==> config.mk <==
export PLATFORM = sky130hd
export DESIGN_NAME = final_video_palette_sched
export DESIGN_NICKNAME = d
export VERILOG_FILES = /design/src/rtl/final_video_pkg.sv /design/src/rtl/final_video_palette_sched_pal_port_arb.sv /design/src/rtl/final_video_palette_sched.sv
export SDC_FILE = /design/constraint.sdc
export NUM_CORES = 1
export LEC_CHECK = 0
export CAP_MARGIN = 40
export CORE_ASPECT_RATIO = 1.25
export CORE_UTILIZATION = 54
export CTS_CLUSTER_SIZE = 40
export DETAILED_ROUTE_END_ITERATION = 12
export DONT_BUFFER_PORTS = 1
export PLACE_DENSITY_LB_ADDON = 0.05
export SETUP_SLACK_MARGIN = 0.05
export SYNTH_ARGS = -nofsm -noshare
export SYNTH_HDL_FRONTEND = slang
export SYNTH_HIERARCHICAL = 1
export SYNTH_SLANG_ARGS = --single-unit
==> constraint.sdc <==
create_clock -name clk -period 1.7 [get_ports clk]
set_input_delay 0.255 -clock clk [delete_from_list [all_inputs] [get_ports clk]]
set_output_delay 0.255 -clock clk [all_outputs]
set_load 0.02 [all_outputs]
==> src/rtl/final_video_pkg.sv <==
// Shared definitions for the final-video palette sequencer: layer encodings,
// default widths and the palette address packing.
package final_video_pkg;

    localparam int PAL_AW_DEF = 10;
    localparam int PAL_DW_DEF = 16;
    localparam int COLBANK_W  = 3;
    localparam int PIX_W      = 7;

    typedef enum logic [1:0] {
        LSEL_SPR  = 2'b00,
        LSEL_L2   = 2'b01,
        LSEL_BG   = 2'b10,
        LSEL_BACK = 2'b11
    } lsel_e;

    typedef enum logic [1:0] {
        ARB_IDLE = 2'b00,
        ARB_PEND = 2'b01,
        ARB_DONE = 2'b10
    } arb_state_e;

    // Palette address layout is {colour bank, pixel code}.
    function automatic logic [COLBANK_W+PIX_W-1:0] pal_pack(
        input logic [COLBANK_W-1:0] cb,
        input logic [PIX_W-1:0]     pix
    );
        return {cb, pix};
    endfunction

endpackage

==> src/rtl/final_video_palette_sched_pal_port_arb.sv <==
// Palette RAM port arbiter: single-entry CPU request buffer, video-priority
// port mux and CPU ack/read-data generation.
module pal_port_arb
    import final_video_pkg::*;
#(
    parameter int PAL_AW = PAL_AW_DEF,
    parameter int PAL_DW = PAL_DW_DEF
) (
    input  logic              clk,
    input  logic              reset,
    input  logic              vid_issue,
    input  logic [PAL_AW-1:0] vid_addr,
    input  logic              cpu_req,
    input  logic              cpu_we,
    input  logic [PAL_AW-1:0] cpu_addr,
    input  logic [PAL_DW-1:0] cpu_wdata,
    output logic              cpu_ack,
    output logic [PAL_DW-1:0] cpu_rdata,
    output logic [PAL_AW-1:0] pal_addr,
    output logic              pal_we,
    output logic [PAL_DW-1:0] pal_wdata,
    input  logic [PAL_DW-1:0] pal_rdata
);

    arb_state_e        state_q, state_d;
    logic              buf_we_q, buf_we_d;
    logic [PAL_AW-1:0] buf_addr_q, buf_addr_d;
    logic [PAL_DW-1:0] buf_wdata_q, buf_wdata_d;
    logic              ack_q, ack_d;
    logic [PAL_DW-1:0] rdata_q, rdata_d;

    always_ff @(posedge clk or posedge reset) begin
        if (reset) begin
            state_q     <= ARB_IDLE;
            buf_we_q    <= 1'b0;
            buf_addr_q  <= '0;
            buf_wdata_q <= '0;
            ack_q       <= 1'b0;
            rdata_q     <= '0;
        end else begin
            state_q     <= state_d;
            buf_we_q    <= buf_we_d;
            buf_addr_q  <= buf_addr_d;
            buf_wdata_q <= buf_wdata_d;
            ack_q       <= ack_d;
            rdata_q     <= rdata_d;
        end
    end

    // PEND = buffer full and waiting for a free slot; DONE = access issued,
    // RAM data returns this cycle.
    always_comb begin
        state_d     = state_q;
        buf_we_d    = buf_we_q;
        buf_addr_d  = buf_addr_q;
        buf_wdata_d = buf_wdata_q;
        ack_d       = 1'b0;
        rdata_d     = rdata_q;
        case (state_q)
            ARB_IDLE: begin
                // Blocking on ack_q stops the still-held request being recaptured.
                if (cpu_req && !ack_q) begin
                    buf_we_d    = cpu_we;
                    buf_addr_d  = cpu_addr;
                    buf_wdata_d = cpu_wdata;
                    state_d     = ARB_PEND;
                end
            end
            ARB_PEND: begin
                if (!vid_issue) begin
                    state_d = ARB_DONE;
                end
            end
            ARB_DONE: begin
                ack_d = 1'b1;
                if (!buf_we_q) begin
                    rdata_d = pal_rdata;
                end
                state_d = ARB_IDLE;
            end
            default: state_d = ARB_IDLE;
        endcase
    end

    always_comb begin
        pal_addr  = '0;
        pal_we    = 1'b0;
        pal_wdata = '0;
        if (vid_issue) begin
            pal_addr = vid_addr;
        end else if (state_q == ARB_PEND) begin
            pal_addr  = buf_addr_q;
            pal_we    = buf_we_q;
            pal_wdata = buf_we_q ? buf_wdata_q : '0;
        end
    end

    assign cpu_ack   = ack_q;
    assign cpu_rdata = rdata_q;

endmodule

==> src/rtl/final_video_palette_sched.sv <==
// Per-pixel palette lookup sequencer: latches the mixer decision on pixel_ce,
// issues the video palette read and registers the resulting colour.
module final_video_palette_sched
    import final_video_pkg::*;
#(
    parameter int PAL_AW = PAL_AW_DEF,
    parameter int PAL_DW = PAL_DW_DEF
) (
    input  logic                 clk,
    input  logic                 reset,
    input  logic                 pixel_ce,
    input  logic                 blank,
    input  logic [1:0]           layer_sel,
    input  logic [COLBANK_W-1:0] colbank,
    input  logic [PIX_W-1:0]     spr_pix,
    input  logic [PIX_W-1:0]     l2_pix,
    input  logic [PIX_W-1:0]     bg_pix,
    input  logic                 cpu_req,
    input  logic                 cpu_we,
    input  logic [PAL_AW-1:0]    cpu_addr,
    input  logic [PAL_DW-1:0]    cpu_wdata,
    output logic                 cpu_ack,
    output logic [PAL_DW-1:0]    cpu_rdata,
    output logic [PAL_AW-1:0]    pal_addr,
    output logic                 pal_we,
    output logic [PAL_DW-1:0]    pal_wdata,
    input  logic [PAL_DW-1:0]    pal_rdata,
    output logic [PAL_DW-1:0]    rgb_out,
    output logic                 rgb_valid
);

    logic [1:0]           lsel_q, lsel_d;
    logic [COLBANK_W-1:0] colbank_q, colbank_d;
    logic                 blank_q, blank_d;
    logic [PIX_W-1:0]     spr_q, spr_d;
    logic [PIX_W-1:0]     l2_q, l2_d;
    logic [PIX_W-1:0]     bg_q, bg_d;
    logic                 s0_valid_q, s0_valid_d;
    logic                 lat_valid_q, lat_valid_d;
    logic                 vid_lat_q, vid_lat_d;
    logic [PAL_DW-1:0]    rgb_q, rgb_d;
    logic                 rgb_valid_q, rgb_valid_d;

    logic                 vid_issue;
    logic [PIX_W-1:0]     pix_sel;
    logic [PAL_AW-1:0]    vid_addr;

    always_ff @(posedge clk or posedge reset) begin
        if (reset) begin
            lsel_q      <= '0;
            colbank_q   <= '0;
            blank_q     <= 1'b0;
            spr_q       <= '0;
            l2_q        <= '0;
            bg_q        <= '0;
            s0_valid_q  <= 1'b0;
            lat_valid_q <= 1'b0;
            vid_lat_q   <= 1'b0;
            rgb_q       <= '0;
            rgb_valid_q <= 1'b0;
        end else begin
            lsel_q      <= lsel_d;
            colbank_q   <= colbank_d;
            blank_q     <= blank_d;
            spr_q       <= spr_d;
            l2_q        <= l2_d;
            bg_q        <= bg_d;
            s0_valid_q  <= s0_valid_d;
            lat_valid_q <= lat_valid_d;
            vid_lat_q   <= vid_lat_d;
            rgb_q       <= rgb_d;
            rgb_valid_q <= rgb_valid_d;
        end
    end

    always_comb begin
        unique case (lsel_e'(lsel_q))
            LSEL_SPR:  pix_sel = spr_q;
            LSEL_L2:   pix_sel = l2_q;
            LSEL_BG:   pix_sel = bg_q;
            LSEL_BACK: pix_sel = '0;
            default:   pix_sel = '0;
        endcase
    end

    assign vid_issue = s0_valid_q && !blank_q;
    assign vid_addr  = PAL_AW'(pal_pack(colbank_q, pix_sel));

    always_comb begin
        lsel_d      = lsel_q;
        colbank_d   = colbank_q;
        blank_d     = blank_q;
        spr_d       = spr_q;
        l2_d        = l2_q;
        bg_d        = bg_q;
        rgb_d       = rgb_q;
        s0_valid_d  = pixel_ce;
        lat_valid_d = s0_valid_q;
        vid_lat_d   = vid_issue;
        rgb_valid_d = lat_valid_q;
        if (pixel_ce) begin
            lsel_d    = layer_sel;
            colbank_d = colbank;
            blank_d   = blank;
            spr_d     = spr_pix;
            l2_d      = l2_pix;
            bg_d      = bg_pix;
        end
        // Blanked pixels still produce a strobe, with black instead of RAM data.
        if (lat_valid_q) begin
            rgb_d = vid_lat_q ? pal_rdata : '0;
        end
    end

    pal_port_arb #(
        .PAL_AW(PAL_AW),
        .PAL_DW(PAL_DW)
    ) u_arb (
        .clk       (clk),
        .reset     (reset),
        .vid_issue (vid_issue),
        .vid_addr  (vid_addr),
        .cpu_req   (cpu_req),
        .cpu_we    (cpu_we),
        .cpu_addr  (cpu_addr),
        .cpu_wdata (cpu_wdata),
        .cpu_ack   (cpu_ack),
        .cpu_rdata (cpu_rdata),
        .pal_addr  (pal_addr),
        .pal_we    (pal_we),
        .pal_wdata (pal_wdata),
        .pal_rdata (pal_rdata)
    );

    assign rgb_out   = rgb_q;
    assign rgb_valid = rgb_valid_q;

endmodule

**Yosys cells after proc, flatten, opt, wreduce, memory -nomap -nowiden**

Index checks and enable logic that the tools add are counted.

- Input port bits: 74
- Output and inout bits: 61
- Logic and storage cells: 47
- Flip-flop bits (word level): 93

- Mux-type cells: 13
- Eq/ne operators: 7
- Reductions and logical operators: 9
- Bitwise gates (word level): 1

Operators by type and width:

| cell | count |
|---|---|
| two-way mux 16 bit | 4 |
| case mux 7 bit (4 select lines) | 1 |
| two-way mux 10 bit | 2 |
| == test 2 bit (second input constant) | 3 |
| AND reduction 2 bit | 3 |
| == test 2 x 1 -> 1 bit (second input constant) | 2 |
| logical NOT 2 bit | 2 |
| two-way mux 2 bit | 2 |
| case mux 2 bit (2 select lines) | 1 |
| two-way mux 1 bit | 3 |
| logical AND 1 bit | 2 |
| logical NOT 1 bit | 2 |
| inequality test 2 x 1 -> 1 bit (second input constant) | 1 |
| inequality test 2 bit (second input constant) | 1 |
| NOT 1 bit | 1 |

**Longest topological paths before layout**

- Depth after elaboration: 4
- Mapped depth: 6
- Depth with buffers taken out: 4

**Hierarchy**

Netlist, hierarchy kept.

Modules (own cells, without submodules):

| module | area each (um^2) | cells each | instances | seq. area each (um^2) |
|---|---|---|---|---|
| pal_port_arb | 2,018.2 | 152 | 1 | 1,151.1 |
| final_video_palette_sched | 1,931.9 | 118 | 1 | 1,176.1 |

**Least setup slack after synthesis**

No wires, ideal clock.

- Path kind: flip-flop to output port
- Start: reg s0_valid_q, in the netlist lat_valid_d
- End: out pal_wdata[10]
- Slack: -0.046 ns
- Cell stages (with the launch flop): 5
- Data required time: 1.445 ns
- Arrival: 1.491 ns
- Buffers on the path: 1
- Cells stage by stage: dfrtp_1 -> nor2b_1 -> and4bb_1 -> clkbuf_1 -> and2_1

- Longest elaborated chain between the ends: 2

RTL lines:

| item | line | RTL |
|---|---|---|
| start, declared | final_video_palette_sched.sv:38 | `logic s0_valid_q, s0_valid_d;` |
| start signal, assigned | final_video_palette_sched.sv:68 | `s0_valid_q <= s0_valid_d;` |
| logical AND 1 bit | final_video_palette_sched.sv:86 | `assign vid_issue = s0_valid_q && !blank_q;` |
| named net vid_issue | final_video_palette_sched.sv:44 | `logic vid_issue;` |
| two-way mux 16 bit | final_video_palette_sched_pal_port_arb.sv:89 | `if (vid_issue) begin` |
| end, declared | final_video_palette_sched.sv:26 | `output logic [PAL_DW-1:0] pal_wdata,` |

The timed path passes the listed nets, and every way through them passes these cells.

**Final worst setup path**

- Start: reg s0_valid_q, in the netlist lat_valid_d
- End: out pal_wdata[6]

The elaborated chain is that of the path after synthesis.

==> summary.md <==
| Metric | Value |
|---|---|
| Nets@finish | 367 |
| Crit-path max FO | 8 |
| FILL cells | 531 |
| Max VDD drop | 0.973 mV |
| Root Buffer | clkbuf_8 |
| CP Class | flop to output pin |
| Placed Cells | 364 |
| Cell count after synthesis | 270 |
| Cell Pwr Density | 1570 nW/um^2 |
| Reg power frac | 0.499 |
| Clock Latency Late Sink | 0.35 ns |
| Yosys cell types | 25 |
| Setup slack after layout | -0.115 ns |
| Placed Area | 4140 um^2 |
| Largest family of logic cells by synthesized area | multiplexers |
| Initial DRC Count | 87 |
| GRT Overall Usage | 0.202 |
| Worst setup EP type | output pin |
| Global-route wire length before repair | 11.6 mm |
| Worst-path clk slew | 0.09 ns |
| Clock Skew | 0.00702 ns |
| Die Footprint | 7660 um^2 |
| Slew Limit Fails | 0 |
| Fmax | 551 MHz |
| Max clock buf depth | 2 |
| Cts bufs inserted | 9 |
| Clk sinks | 93 |
| Clock share of power | 0.220 |
| Final Setup Violations | 24 |
| Avg Synthesized Cell Area | 14.6 um^2 |
| Initial Utilization | 0.563 |
| Synthesized area | 3950 um^2 |
| RSZ-0062 raised after global routing | true |
| Htree depth | 3 |
| Wirelength per Cell | 19.2 um |
| Slew margin rel. | 0.661 |
| Area added between synthesis and finish | 16.0% |
| Hold Fails Final Rpt | 0 |
| Max Cap Violations | 0 |
| Worst hold path class | primary input to flop |
| Leakage | 2.06 nW |
| Vias in the first global route | 2283 |
| Status | complete, but fails checks |
| Vias/cell | 5.54 |
| Startpoint types | flop |
| CTS tree | done |
| Worst reg2reg path depth | 3 |
| Top Ports | 135 |
| Die height | 97.6 um |
| Tcrit/Tclk final | 1.07 |
| Number of synthesized register bits | 93 |
| Largest net degree at the start of global routing | 32 |
| DR DRC count | 0 |
| Share of cells above drive strength 1 | 0.466 |
| Antenna violations before repair | 1 |
| Fin area | 4580 um^2 |
| Pint | 4.88 mW |
| Measured slew at the worst slew-check pin | 0.508 ns |
| Yosys warns | 6 |
| GP Congestion | 0.802 |
| Final cell count without fillers | 389 |
| Hold path depth | 1 |
| Antenna Nets Post-Route | 0 |
| Mux contribution to synthesized area | 0.236 |
| FP Rows | 34 |
| Failing checks | setup timing |
| Seq/Total Area, Yosys | 0.589 |
| Vias | 2155 |
| Switching Power | 2.33 mW |
| Placed wire-length estimate | 4.99 mm |
| Required @ worst endpoint | 1.44 ns |
| Synth Area in XOR/XNOR | 0 |
| Syn nets | 344 |
| Simple-Gate Fraction of Synth Area | 0.0760 |
| Combinational power share | 0.281 |
| Arrival @ worst endpoint | 1.56 ns |
| Power, Total | 7.21 mW |
| GRT overflow | 0 |
| IO Port Bufs | 0 |
| Final worst path period need | 1.81 ns |
| Sw Ratio | 0.323 |
| First-pass DRT Iterations | 5 |
| Pre-CTS setup slack | 0.193 ns |
| Core ar. | 7020 um^2 |
| Compound-Gate Fraction of Synth Area | 0.0649 |
| DIE WIDTH | 78.5 um |
| Adder-Cell Fraction of Synth Area | 0 |
| Routed WL | 7.47 mm |
-- metrics by stage --
step	hold slack, ns	TNS, ns	utilization
CTS	0.00544	-2.49	0.643
global placement	0.150	0	0.590
finish	0.0291	-1.97	0.653
floorplan	0.286	0	-
detailed placement	0.153	0	0.590
global route	0.00837	-3.89	0.653
-- cells in the final DEF, fill, tap and decap left out, drive strengths merged --
cell and n:
dfrtp 93, bufinv 2, nor4b 1, inv 3
a22o 16, and2 17, clkinvlp 1, or3b 1
nor2b 2, nor2 1, a21oi 1, nor3b 1
clkbuf 12, nand2 11, o21ai 10, diode 1
clkinv 2, mux2i 7, and2b 1, buf 25
dlygate4sd3 2, and4bb 1, mux2 70, nand2b 11
o2bb2ai 7
-- synth_stat cells --
| library cell | number | area, um^2 |
|---|---|---|
| nor2_1 | 1 | 3.75 |
| buf_4 | 1 | 7.51 |
| and2_4 | 1 | 8.76 |
| nor2b_1 | 2 | 12.5 |
| and4bb_1 | 1 | 12.5 |
| dfrtp_1 | 93 | 2330 |
| mux2_1 | 7 | 78.8 |
| o2bb2ai_1 | 7 | 61.3 |
| and2b_1 | 1 | 7.51 |
| nor3b_2 | 1 | 12.5 |
| a22o_1 | 16 | 140 |
| or3b_2 | 1 | 8.76 |
| mux2_4 | 20 | 300 |
| buf_2 | 4 | 20.0 |
| mux2i_1 | 7 | 70.1 |
| o21ai_0 | 10 | 50.1 |
| clkbuf_1 | 4 | 15.0 |
| mux2_2 | 43 | 484 |
| and2_1 | 16 | 100 |
| nor4b_4 | 1 | 23.8 |
| buf_6 | 7 | 78.8 |
| inv_1 | 3 | 11.3 |
| a21oi_1 | 1 | 5.00 |
| nand2b_1 | 11 | 68.8 |
| nand2_1 | 11 | 41.3 |
-- critical path: stages, from the launching register on --
cell       delay, ns
dfrtp_1         0.39
nor2b_4         0.15
and4bb_4        0.34
clkbuf_16       0.16
and2_4          0.17
-- final cells by class --
cell class | instances | area, um^2 | share of cell area
inverters | 3 | 11.3 | 0.00246
repair buffers | 28 | 313 | 0.0683
clock inverters | 5 | 85.1 | 0.0186
flip-flops and latches | 93 | 2330 | 0.508
well taps | 90 | 113 | 0.0246
diodes | 1 | 2.50 | 0.000546
clock buffers | 11 | 131 | 0.0287
multi-input cells | 158 | 1600 | 0.349
-- final timing paths --
kind / slack (ns) / startpoint / to
max: -0.11 / lat_valid_d$_DFF_PP0_ / pal_wdata[6]
min: 0.03 / pal_rdata[14] / rgb_out[14]$_DFFE_PP0P_
max reg2reg: 0.19 / u_arb/state_q[0]$_DFFE_PP0P_ / u_arb/buf_addr_q[4]$_DFFE_PP0P_
min reg2reg: 0.41 / lat_valid_q$_DFF_PP0_ / rgb_valid$_DFF_PP0_
max in group asynchronous: 0.79 / reset / u_arb/state_q[1]$_DFFE_PP0P_
min in group asynchronous: 0.38 / reset / rgb_out[2]$_DFFE_PP0P_
-- timing repair --
item,CTS,global route
gates resized for setup,59,10
pin swaps,9,12
setup endpoints to repair,27,27
buffers inserted,2,1
cloned,2,1
hold buffers,2,0
endpoints found under the hold margin,36,0
-- cells by family after synthesis --
logic type	Yosys count
flip-flops	93
multiplexers	77
AND/OR/NAND/NOR	47
AO/OA/AOI/OAI	34
buffers and inverters	19
-- layer usage --
layer	up-vias	share of wire	GRT usage
met5	-	0	0
met4	0	0.014	0.0726
met3	10	0.086	0.0798
met2	85	0.48	0.310
met1	1067	0.42	0.257
li1	993	-	-
-- power by group through the flow --
stage / Sequential, mW / Clock [mW] / Combinational, mW
5_1_grt: 3.69 / 1.71 / 2.18
4_1_cts: 3.60 / 1.64 / 1.98
6_report: 3.60 / 1.59 / 2.03
3_5_place_dp: 3.60 / 0 / 1.81
3_3_place_gp: 3.57 / 0 / 1.78
2_1_floorplan: 3.47 / 0 / 1.48
-- state kept, by name, summed over array words and instances, names as in the netlist --
register           count
u_arb/buf_addr_q      10
u_arb/buf_wdata_q     16
lat_valid_q            1
u_arb/buf_we_q         1
spr_q                  7
lsel_q                 2
rgb_valid              1
bg_q                   7
u_arb/cpu_ack          1
colbank_q              3
u_arb/cpu_rdata       16
vid_lat_q              1
blank_q                1
l2_q                   7
u_arb/state_q          2
rgb_out               16
lat_valid_d            1
(Power assumes the default switching activity.)
